## config.mk

```make
export PLATFORM = sky130hd
export DESIGN_NAME = fetch_unit
export DESIGN_NICKNAME = d
export VERILOG_FILES = /design/src/rtl/fetch_unit.sv
export SDC_FILE = /design/constraint.sdc
export NUM_CORES = 1
export LEC_CHECK = 0
export CAP_MARGIN = 0
export CORE_MARGIN = 3
export CORE_UTILIZATION = 50
export DETAILED_ROUTE_END_ITERATION = 16
export GPL_TIMING_DRIVEN = 0
export PLACE_DENSITY = 0.85
export SLEW_MARGIN = 30
export SYNTH_ARGS = -nofsm -noshare
export SYNTH_HDL_FRONTEND = slang
export SYNTH_SLANG_ARGS = --single-unit
```

## constraint.sdc

```tcl
create_clock -name Clk -period 3.5 [get_ports Clk]
set_input_delay 0.7 -clock Clk [delete_from_list [all_inputs] [get_ports Clk]]
set_output_delay 0.7 -clock Clk [all_outputs]
set_load 0.02 [all_outputs]
```

## src/rtl/fetch_unit.sv

```systemverilog
// fetch_unit: program counter and fetch stage in front of the instruction ROM.
// Presents the PC to the ROM, captures the combinational ROM word into the
// fetch/decode register, and handles Start/Ack, branches with flush, stalls
// and the all-ones halt instruction.
module fetch_unit #(
  parameter int                 ADDR_W     = 11,
  parameter int                 INST_W     = 9,
  parameter int                 OFS_W      = 8,
  parameter logic [ADDR_W-1:0]  START_ADDR = {ADDR_W{1'b0}},
  parameter logic [INST_W-1:0]  HALT_INST  = 9'h1FF
) (
  input  logic              Clk,
  input  logic              Reset_n,
  input  logic              Start,
  input  logic              Stall,
  input  logic              BranchAbs,
  input  logic              BranchRel,
  input  logic [ADDR_W-1:0] Target,
  input  logic [OFS_W-1:0]  Offset,
  input  logic [INST_W-1:0] InstIn,
  output logic [ADDR_W-1:0] InstAddress,
  output logic [INST_W-1:0] InstReg,
  output logic [ADDR_W-1:0] InstRegAddr,
  output logic              InstValid,
  output logic              Ack
);

  typedef enum logic [1:0] {
    ST_IDLE = 2'b00,
    ST_RUN  = 2'b01,
    ST_HALT = 2'b10
  } state_t;

  state_t              state_r,     state_s;
  logic [ADDR_W-1:0]   pc_r,        pc_s;
  logic [INST_W-1:0]   inst_reg_r,  inst_reg_s;
  logic [ADDR_W-1:0]   inst_addr_r, inst_addr_s;
  logic                valid_r,     valid_s;
  logic                ack_r,       ack_s;
  logic [ADDR_W-1:0]   rel_target_s;
  logic [ADDR_W-1:0]   pc_inc_s;

  // Relative target is taken from the address of the instruction in InstReg,
  // with the offset sign-extended; the sum wraps modulo 2**ADDR_W.
  always_comb begin
    rel_target_s = inst_addr_r + {{(ADDR_W-OFS_W){Offset[OFS_W-1]}}, Offset};
    pc_inc_s     = pc_r + ADDR_W'(1'b1);
  end

  // Next-state and next-register computation; every register holds unless a rule moves it.
  always_comb begin
    state_s     = state_r;
    pc_s        = pc_r;
    inst_reg_s  = inst_reg_r;
    inst_addr_s = inst_addr_r;
    valid_s     = valid_r;
    ack_s       = ack_r;
    case (state_r)
      ST_IDLE: begin
        valid_s = 1'b0;
        ack_s   = 1'b0;
        if (Start) begin
          state_s = ST_RUN;
          pc_s    = START_ADDR;
        end else begin
          state_s = ST_IDLE;
        end
      end
      ST_RUN: begin
        if (BranchAbs) begin
          // Flush the wrong-path fetch; InstReg keeps its last word.
          pc_s    = Target;
          valid_s = 1'b0;
        end else if (BranchRel) begin
          pc_s    = rel_target_s;
          valid_s = 1'b0;
        end else if (Stall) begin
          pc_s    = pc_r;
        end else if (InstIn == HALT_INST) begin
          // Deliver the halt word once, then park the PC on it.
          inst_reg_s  = InstIn;
          inst_addr_s = pc_r;
          valid_s     = 1'b1;
          state_s     = ST_HALT;
        end else begin
          inst_reg_s  = InstIn;
          inst_addr_s = pc_r;
          valid_s     = 1'b1;
          pc_s        = pc_inc_s;
        end
      end
      ST_HALT: begin
        if (Start) begin
          state_s = ST_RUN;
          pc_s    = START_ADDR;
          ack_s   = 1'b0;
          valid_s = 1'b0;
        end else begin
          valid_s = 1'b0;
          ack_s   = 1'b1;
        end
      end
      default: begin
        state_s = ST_IDLE;
        pc_s    = START_ADDR;
        valid_s = 1'b0;
        ack_s   = 1'b0;
      end
    endcase
  end

  // State and pipeline registers; asynchronous reset clears everything at once.
  always_ff @(posedge Clk or negedge Reset_n) begin
    if (!Reset_n) begin
      state_r     <= ST_IDLE;
      pc_r        <= START_ADDR;
      inst_reg_r  <= {INST_W{1'b0}};
      inst_addr_r <= {ADDR_W{1'b0}};
      valid_r     <= 1'b0;
      ack_r       <= 1'b0;
    end else begin
      state_r     <= state_s;
      pc_r        <= pc_s;
      inst_reg_r  <= inst_reg_s;
      inst_addr_r <= inst_addr_s;
      valid_r     <= valid_s;
      ack_r       <= ack_s;
    end
  end

  // Outputs come straight from registers; no input reaches them combinationally.
  always_comb begin
    InstAddress = pc_r;
    InstReg     = inst_reg_r;
    InstRegAddr = inst_addr_r;
    InstValid   = valid_r;
    Ack         = ack_r;
  end

endmodule

```

# --- Word level (Yosys, flattened, before mapping) ---
# Cells that the tools add are included.
op_classes:
  mux: 19
  n_bitwise: 3
  eq_ne: 11
  n_reduce_logical: 5
  addsub: 2
op_table:
  columns: ["cell", "n"]
  rows:
  - ["11-bit two-way mux", 5]
  - ["11-bit case mux with 2 select lines", 1]
  - ["11-bit by 1-bit adder with 11-bit output, second input constant", 1]
  - ["11-bit adder", 1]
  - ["2-bit two-way mux", 5]
  - ["2-bit != test, second input constant", 5]
  - ["9-bit equality test, second input constant", 1]
  - ["4-bit != test, second input constant", 2]
  - ["1-bit two-way mux", 6]
  - ["2-bit case mux with 3 select lines", 1]
  - ["5-bit AND reduction", 1]
  - ["4-bit AND reduction", 1]
  - ["1-bit inverter", 3]
  - ["3-bit AND reduction", 1]
  - ["2-bit by 1-bit equality test with 1-bit output, second input constant", 1]
  - ["2-bit equality test, second input constant", 1]
  - ["2-bit zero test", 1]
  - ["2-bit by 1-bit != test with 1-bit output, second input constant", 1]
  - ["1-bit case mux with 2 select lines", 1]
  - ["2-bit OR reduction", 1]
totals:
  in_bits: 34
  register_bits: 35
  output_inout_bits: 33

# --- Logic depth before layout (Yosys ltp) ---
# Gate-level depths: netlist (run 1).
depth:
  depth_word: 6
  mapped_depth: 8
  mapped_depth_nobuf: 8

# --- Worst setup path before layout (run 1) ---
# OpenSTA, ideal clock, no wires.
synth_timing:
  path_type: "input -> register"
  start: "input Offset[0]"
  end: "register pc_r[10], in the netlist InstAddress[10]"
  stages: 8
  t_arrival_ns: 2.487
  setup_ns: 0.124
  path_slack_ns: 0.889
  path_cell_list: "ha_1 > fa_1 > a211oi_2 > o21bai_2 > a2111oi_4 > nor3_2 > xnor2_1 > a211o_1"
synth_via:
  elab_chain_len: 4
synth_lines:
  columns: ["element", "line_no", "rtl"]
  rows:
  - ["start, declared", "19", "input logic [OFS_W-1:0] Offset,"]
  - ["11-bit adder", "46", "rel_target_s = inst_addr_r + {{(ADDR_W-OFS_W){Offset[OFS_W-1]}}, Offset};"]
  - ["11-bit two-way mux", "74", "end else if (BranchRel) begin"]
  - ["11-bit two-way mux", "70", "if (BranchAbs) begin"]
  - ["11-bit case mux with 2 select lines", "58", "case (state_r)"]
  - ["end signal, assigned", "123", "pc_r <= pc_s;"]
  - ["end, declared", "35", "logic [ADDR_W-1:0] pc_r, pc_s;"]
# No other way between the ends.
# A chain may end at the register's enable or synchronous reset.

# --- Worst setup path after layout (run 1) ---
# Same ends and word-level chain as after synthesis.

==> out/summary.txt, run 1 <==
Die X-Extent -> 72.0 microns
slew margin rel. -> 67.1%
placed cell area -> 2920 sq um
flops & latches, synth -> 35
syn nets -> 258
RR Endpoint -> InstAddress[10]
fin crit share -> 83.9%
largest cells by area after synthesis -> dfrtp_1, mux2_2, ha_1
GPL Wtd Cong -> 0.854
WL final -> 5.44 mm
layout overhead on the synthesized area -> 38.0%
reg2reg setup slack -> 1.00 ns
max cap viols -> 0
FP Rows -> 23
R2R depth -> 8
H-tree depth -> 2
leakage power -> 0.00122 uW
Remaining Overflow, GRT -> 0
initial antenna violation count -> 0
worst-path fanout max -> 3
DIE AREA -> 5180 sq um
via count -> 1902
Hold Buf Count CTS -> 0
PD cells -> 589 nW/um^2
Pre-antenna DRT Iters -> 4
Final Hold Fails -> 0
# IOs -> 67
Synth Cell Area -> 2170 sq um
Vias per Instance -> 5.64
power after layout -> 1770 uW
TritonCTS Sinks -> 35
clock latency on the worst-skew pair -> 0.29 ns
maximum VDD drop -> 0.358 mV
library cells used by synthesis -> 44
Post-synth ARST share -> 100%
status -> finished, final reports clean
Fill cells -> 303
1st-iter DRT viols -> 84
Main synth FF type -> dfrtp_1
DPL Wire Length -> 4.32 mm
CTS Buffer Depth -> 2
TritonCTS Buffers -> 5
share of cells above drive strength 1 -> 13.2%
Diodes inserted -> 0
post-synth top area share -> 40.3%
TritonCTS clock tree -> built
total global-route track usage -> 22.6%
crit path launch type -> input pin
Max Slew Vio Count -> 0
I/O Buffers -> 66
pre-CTS WS -> 0.272 ns
Starting Density -> 53.2%
routed len/inst -> 16.2 microns
area leader, netlist -> dfrtp_1
reg2reg start -> InstRegAddr[0]
critical path required time -> 3.68 ns
Ys Warns -> 0
number of synthesized flops with an enable pin -> 0
RSZ-0062 raised after global routing -> no
Seq/Total Area, Yosys -> 40.3%
drt drc -> 0
Detail Route Antenna Nets -> 0
Final setup violation count -> 0
Fin Clk Skew -> 0.00491 ns
CTS root buffer -> clkbuf_8
largest net degree at the start of global routing -> 22
nature of the critical path endpoint -> flip-flop
Max Fclk -> 341 MHz
area of the core -> 4090 sq um
Register Area -> 876 sq um
setup_tns -> 0 ns
WS Path Type -> in -> reg
WHS -> 0.328 ns
first-pass GRT wire length -> 9.08 mm
Final WS setup -> 0.565 ns
HP Class -> in -> async
vias in the first global route -> 1875
Least-Margin Pin Slew -> 0.493 ns
post-CTS sizing -> 0
arrival time worst endpoint -> 3.11 ns
die height -> 72.0 microns
Nets -> 332
min Tclk post-route -> 2.94 ns
synthesized instance count -> 212
Clock transition at path regs -> 0.07 ns
Synth Area per Inst -> 10.3 sq um
fin area -> 3000 sq um
area of the multi-input gates -> 1260 sq um
Setup Fix Bufs, Post-CTS -> 0
==> cells in the mapped netlist, types with 3 or more instances <==
cell / n
nor2b_1: 4
dfrtp_1: 35
nand3_1: 4
xnor2_1: 8
nand4_1: 5
o21ai_1: 5
a21oi_1: 17
clkbuf_1: 3
nor2_1: 22
ha_1: 11
o21ai_0: 12
nand2_1: 12
a22o_1: 3
buf_2: 4
mux2_1: 4
mux2_2: 17
xor2_1: 10
a211oi_2: 3
==> state kept, by name (all words and copies together), names as in the netlist <==
signal,count
Ack,1
InstAddress,11
state_r,2
InstValid,1
InstRegAddr,11
InstReg,9
==> critical path, stage by stage <==
cell and delay [ns]:
clkdlybuf4s50_1 0.41, ha_1 0.28, fa_1 0.45, a211oi_2 0.30, o21bai_2 0.16, a2111oi_4 0.34, nor3_2 0.07, xnor2_1 0.14
a211o_1 0.26
==> final cells by class <==
cell class / count / area share [%]
Buffer: 7 / 1.04
Clock inverter: 1 / 0.167
Multi-Input combinational cell: 169 / 42.1
Timing Repair Buffer: 67 / 22.8
Clock buffer: 7 / 2.54
Sequential cell: 35 / 29.2
Inverter: 1 / 0.125
Tap cell: 50 / 2.08
==> where the power goes <==
| group | total, uW | switching, uW | internal [uW] | leakage (uW) |
|---|---|---|---|---|
| Clock | 281 | 141 | 139 | 0.0000422 |
| Sequential | 588 | 92.4 | 496 | 0.000424 |
| Combinational | 899 | 454 | 444 | 0.000753 |
==> cells by family (layout without fill, tap and decap cells) <==
group | after synthesis | in the layout | share of synthesized area (%)
AND/OR/NAND/NOR | 60 | 60 | 13.9
AO/OA/AOI/OAI | 57 | 57 | 18.4
flip-flops | 35 | 35 | 40.3
multiplexers | 22 | 22 | 11.3
XOR/XNOR | 18 | 18 | 7.25
adder cells (fa/ha/maj) | 12 | 12 | 7.25
buffers and inverters | 8 | 83 | 1.61
==> cell usage in the layout, fill, tap and decap left out, types with 8 or more instances in the layout <==
cell | netlist | routed
xor2_1 | 10 | 10
dfrtp_1 | 35 | 35
ha_1 | 11 | 11
xnor2_1 | 8 | 8
nor2_1 | 22 | 22
nand2_1 | 12 | 12
o21ai_0 | 12 | 12
a21oi_1 | 17 | 17
clkdlybuf4s50_1 | 0 | 65
mux2_2 | 17 | 17
==> worst max-delay path by stage <==
stage               from  depth (start not counted)               to
2_1_floorplan  Offset[0]                          8  InstAddress[10]
3_3_place_gp   Offset[0]                          9  InstAddress[10]
3_5_place_dp   Offset[0]                          9  InstAddress[10]
4_1_cts        Offset[0]                          9  InstAddress[10]
5_1_grt        Offset[0]                          9  InstAddress[10]
6_report       Offset[0]                          9  InstAddress[10]
==> stage by stage <==
step / util [%] / cells
6_report: 73.5 / 337
5_1_grt: 73.5 / 337
4_1_cts: 73.5 / 337
3_5_place_dp: 71.5 / 329
3_3_place_gp: 70.9 / 328
2_1_floorplan: - / 212
==> metal layers <==
metal	GRT usage [%]	wire length, microns	share of wire (%)	vias up
met5	0	0	0	-
met4	5.01	55	1.0	0
met3	5.82	443	8.1	8
met2	36.4	2660	49	76
met1	31.0	2290	42	892
li1	-	-	-	926
Note: power is estimated with default switching activity, not from simulation.
==> inputs of run 2 (changes only) <==
--- a/config.mk
+++ b/config.mk
@@ -7,10 +7,10 @@
 export LEC_CHECK = 0
 export CAP_MARGIN = 0
 export CORE_MARGIN = 3
-export CORE_UTILIZATION = 50
+export CORE_UTILIZATION = 42
 export DETAILED_ROUTE_END_ITERATION = 16
 export GPL_TIMING_DRIVEN = 0
-export PLACE_DENSITY = 0.85
+export PLACE_DENSITY = 0.76
 export SLEW_MARGIN = 30
 export SYNTH_ARGS = -nofsm -noshare
 export SYNTH_HDL_FRONTEND = slang
==> constraint.sdc (replaced) <==
create_clock -name Clk -period 2.4 [get_ports Clk]
set_input_delay 0.48 -clock Clk [delete_from_list [all_inputs] [get_ports Clk]]
set_output_delay 0.48 -clock Clk [all_outputs]
set_load 0.02 [all_outputs]
==> out/summary.txt, run 2 (synthesized netlist as in run 1, its figures left out) <==
status -> finished, final reports clean
Register Area -> 876 sq um (unchanged)
Remaining Overflow, GRT -> 0 (unchanged)
Pre-antenna DRT Iters -> 4 (unchanged)
layout overhead on the synthesized area -> 42.8%
Final Hold Fails -> 0 (unchanged)
Max Slew Vio Count -> 0 (unchanged)
Flop pwr share -> 31.8% (-1.5 points)
area of the core -> 4850 sq um (+19%)
maximum VDD drop -> 0.413 mV (+15%)
commonest non-fill, non-tap cells in the layout -> clkdlybuf4s50_1, dfrtp_1, nor2_1, mux2_2, a21oi_1
Fill cells -> 419 (+38%)
TritonCTS Buffers -> 5 (unchanged)
critical path required time -> 2.58 ns (-1.10 ns)
clock latency on the worst-skew pair -> 0.29 ns (about the same)
largest net degree at the start of global routing -> 23 (+4.5%)
DPL Wire Length -> 4.32 mm (about the same)
Final setup violation count -> 0 (unchanged)
placed cell area -> 2940 sq um (+0.73%)
# IOs -> 67 (unchanged)
Least-Margin Pin Slew -> 0.496 ns (+0.00325 ns)
commonest non-fill, non-tap cell in the layout -> clkdlybuf4s50_1
Fin Clk Skew -> 0.0105 ns (+0.00556 ns)
1st-iter DRT viols -> 94 (+12%)
DIE AREA -> 6080 sq um (+17%)
area of the multi-input gates -> 1310 sq um (+3.7%)
H-tree depth -> 2 (unchanged)
leakage power -> 0.00125 uW (+2.4%)
R2R depth -> 8 (unchanged)
CTS root buffer -> clkbuf_8
die height -> 78.0 microns (+8.3%)
nature of the critical path endpoint -> flip-flop
RSZ-0062 raised after global routing -> yes
WL final -> 5.67 mm (+4.1%)
combinational group share of total power -> 50.5% (-0.3 points)
TritonCTS Sinks -> 35 (unchanged)
Vias per Instance -> 5.37 (-4.9%)
share of cells above drive strength 1 -> 15.9% (+2.7 points)
TritonCTS clock tree -> built
Cell Int Power -> 1670 uW (+55%)
Die X-Extent -> 78.0 microns (+8.3%)
switching pwr -> 1040 uW (+51%)
drt drc -> 0 (unchanged)
initial antenna violation count -> 0 (unchanged)
max cap viols -> 0 (unchanged)
WS Path Type -> reg -> reg
I/O Buffers -> 66 (unchanged)
CTS Buffer Depth -> 2 (unchanged)
HP Class -> in -> async
Sw Share -> 38.3% (-0.65 points)
Nets -> 334 (+0.60%)
Starting Density -> 44.9% (-8.4 points)
WHS -> 0.102 ns (-0.226 ns)
fin crit share -> 97.6%
FP Rows -> 25 (+8.7%)
clock share of power -> 17.7% (+1.8 points)
GPL Wtd Cong -> 0.790 (-7.5%)
vias in the first global route -> 1934 (+3.1%)
total global-route track usage -> 19.4% (-3.2 points)
PD cells -> 872 nW/um^2 (+48%)
Max Fclk -> 427 MHz
pre-CTS WS -> -0.608 ns (-0.880 ns)
Clock transition at path regs -> 0.08 ns (about the same)
Detail Route Antenna Nets -> 0 (unchanged)
min Tclk post-route -> 2.34 ns
fin area -> 3110 sq um (+3.5%)
worst-path fanout max -> 3 (unchanged)
arrival time worst endpoint -> 2.52 ns (-0.59 ns)
Final WS setup -> 0.0565 ns (-0.508 ns)
slew margin rel. -> 66.6% (-0.57 points)
Diodes inserted -> 0 (unchanged)
first-pass GRT wire length -> 9.34 mm (+2.8%)
via count -> 1910 (+0.42%)
utilization after layout -> 64.1% (-9.4 points)
routed len/inst -> 15.9 microns (-1.5%)
crit path launch type -> flip-flop
run 2: power by group through the flow:
stage / Sequential (uW) / Combinational [uW] / Clock, uW
3_5_place_dp: 866 / 1300 / 0
4_1_cts: 856 / 1330 / 487
6_report: 860 / 1370 / 480
3_3_place_gp: 860 / 1280 / 0
2_1_floorplan: 1010 / 649 / 0
5_1_grt: 887 / 1480 / 509
run 2: final cells by class:
class	instances	share of cell area, %
Tap cell	67	2.70
Sequential cell	35	28.2
Inverter	1	0.121
Clock buffer	8	3.22
Multi-Input combinational cell	169	42.2
Buffer	7	1.01
Timing Repair Buffer	69	22.6
run 2: critical path, cell delays in order (launching register included):
cell	delay, ns
dfrtp_1	0.43
ha_4	0.19
fa_2	0.42
a211oi_4	0.28
o21bai_2	0.14
a2111oi_4	0.30
nor3_2	0.08
xnor2_1	0.13
a211o_1	0.26
run 2: timing repair:
action	in CTS	in global routing
buffers inserted	1	1
setup endpoints to repair	3	5
gates resized for setup	4	7
hold buffers	0	0
pin swaps	3	5
run 2: metal layers:
layer  vias to the layer above  GRT usage (%)  wire length, microns
li1                        926              -                     -
met1                       916           26.1                  2570
met2                        60           30.7                  2630
met3                         8           5.68                   393
met4                         0           5.07                    74
met5                         -              0                     0
run 2: path summary, 6_finish.rpt:
check / from / to / slack [ns]
hold reg to reg: InstReg[8] / InstReg[8] / 0.50
setup reg to reg: InstRegAddr[0] / InstAddress[10] / 0.06
min in group Clk: InstReg[8] / InstReg[8] / 0.50
hold / removal: Reset_n / InstAddress[8] / 0.10
max in group asynchronous: Reset_n / InstReg[0] / 1.86
setup / recovery: InstRegAddr[0] / InstAddress[10] / 0.06
run 2: per-stage QoR:
stage / total power, uW / setup TNS [ns] / cells
4_1_cts: 2670 / -0.00206 / 355
3_5_place_dp: 2160 / -1.79 / 346
5_1_grt: 2880 / -0.0178 / 356
6_report: 2710 / 0 / 356
3_3_place_gp: 2140 / -1.65 / 345
2_1_floorplan: 1660 / 0 / 212
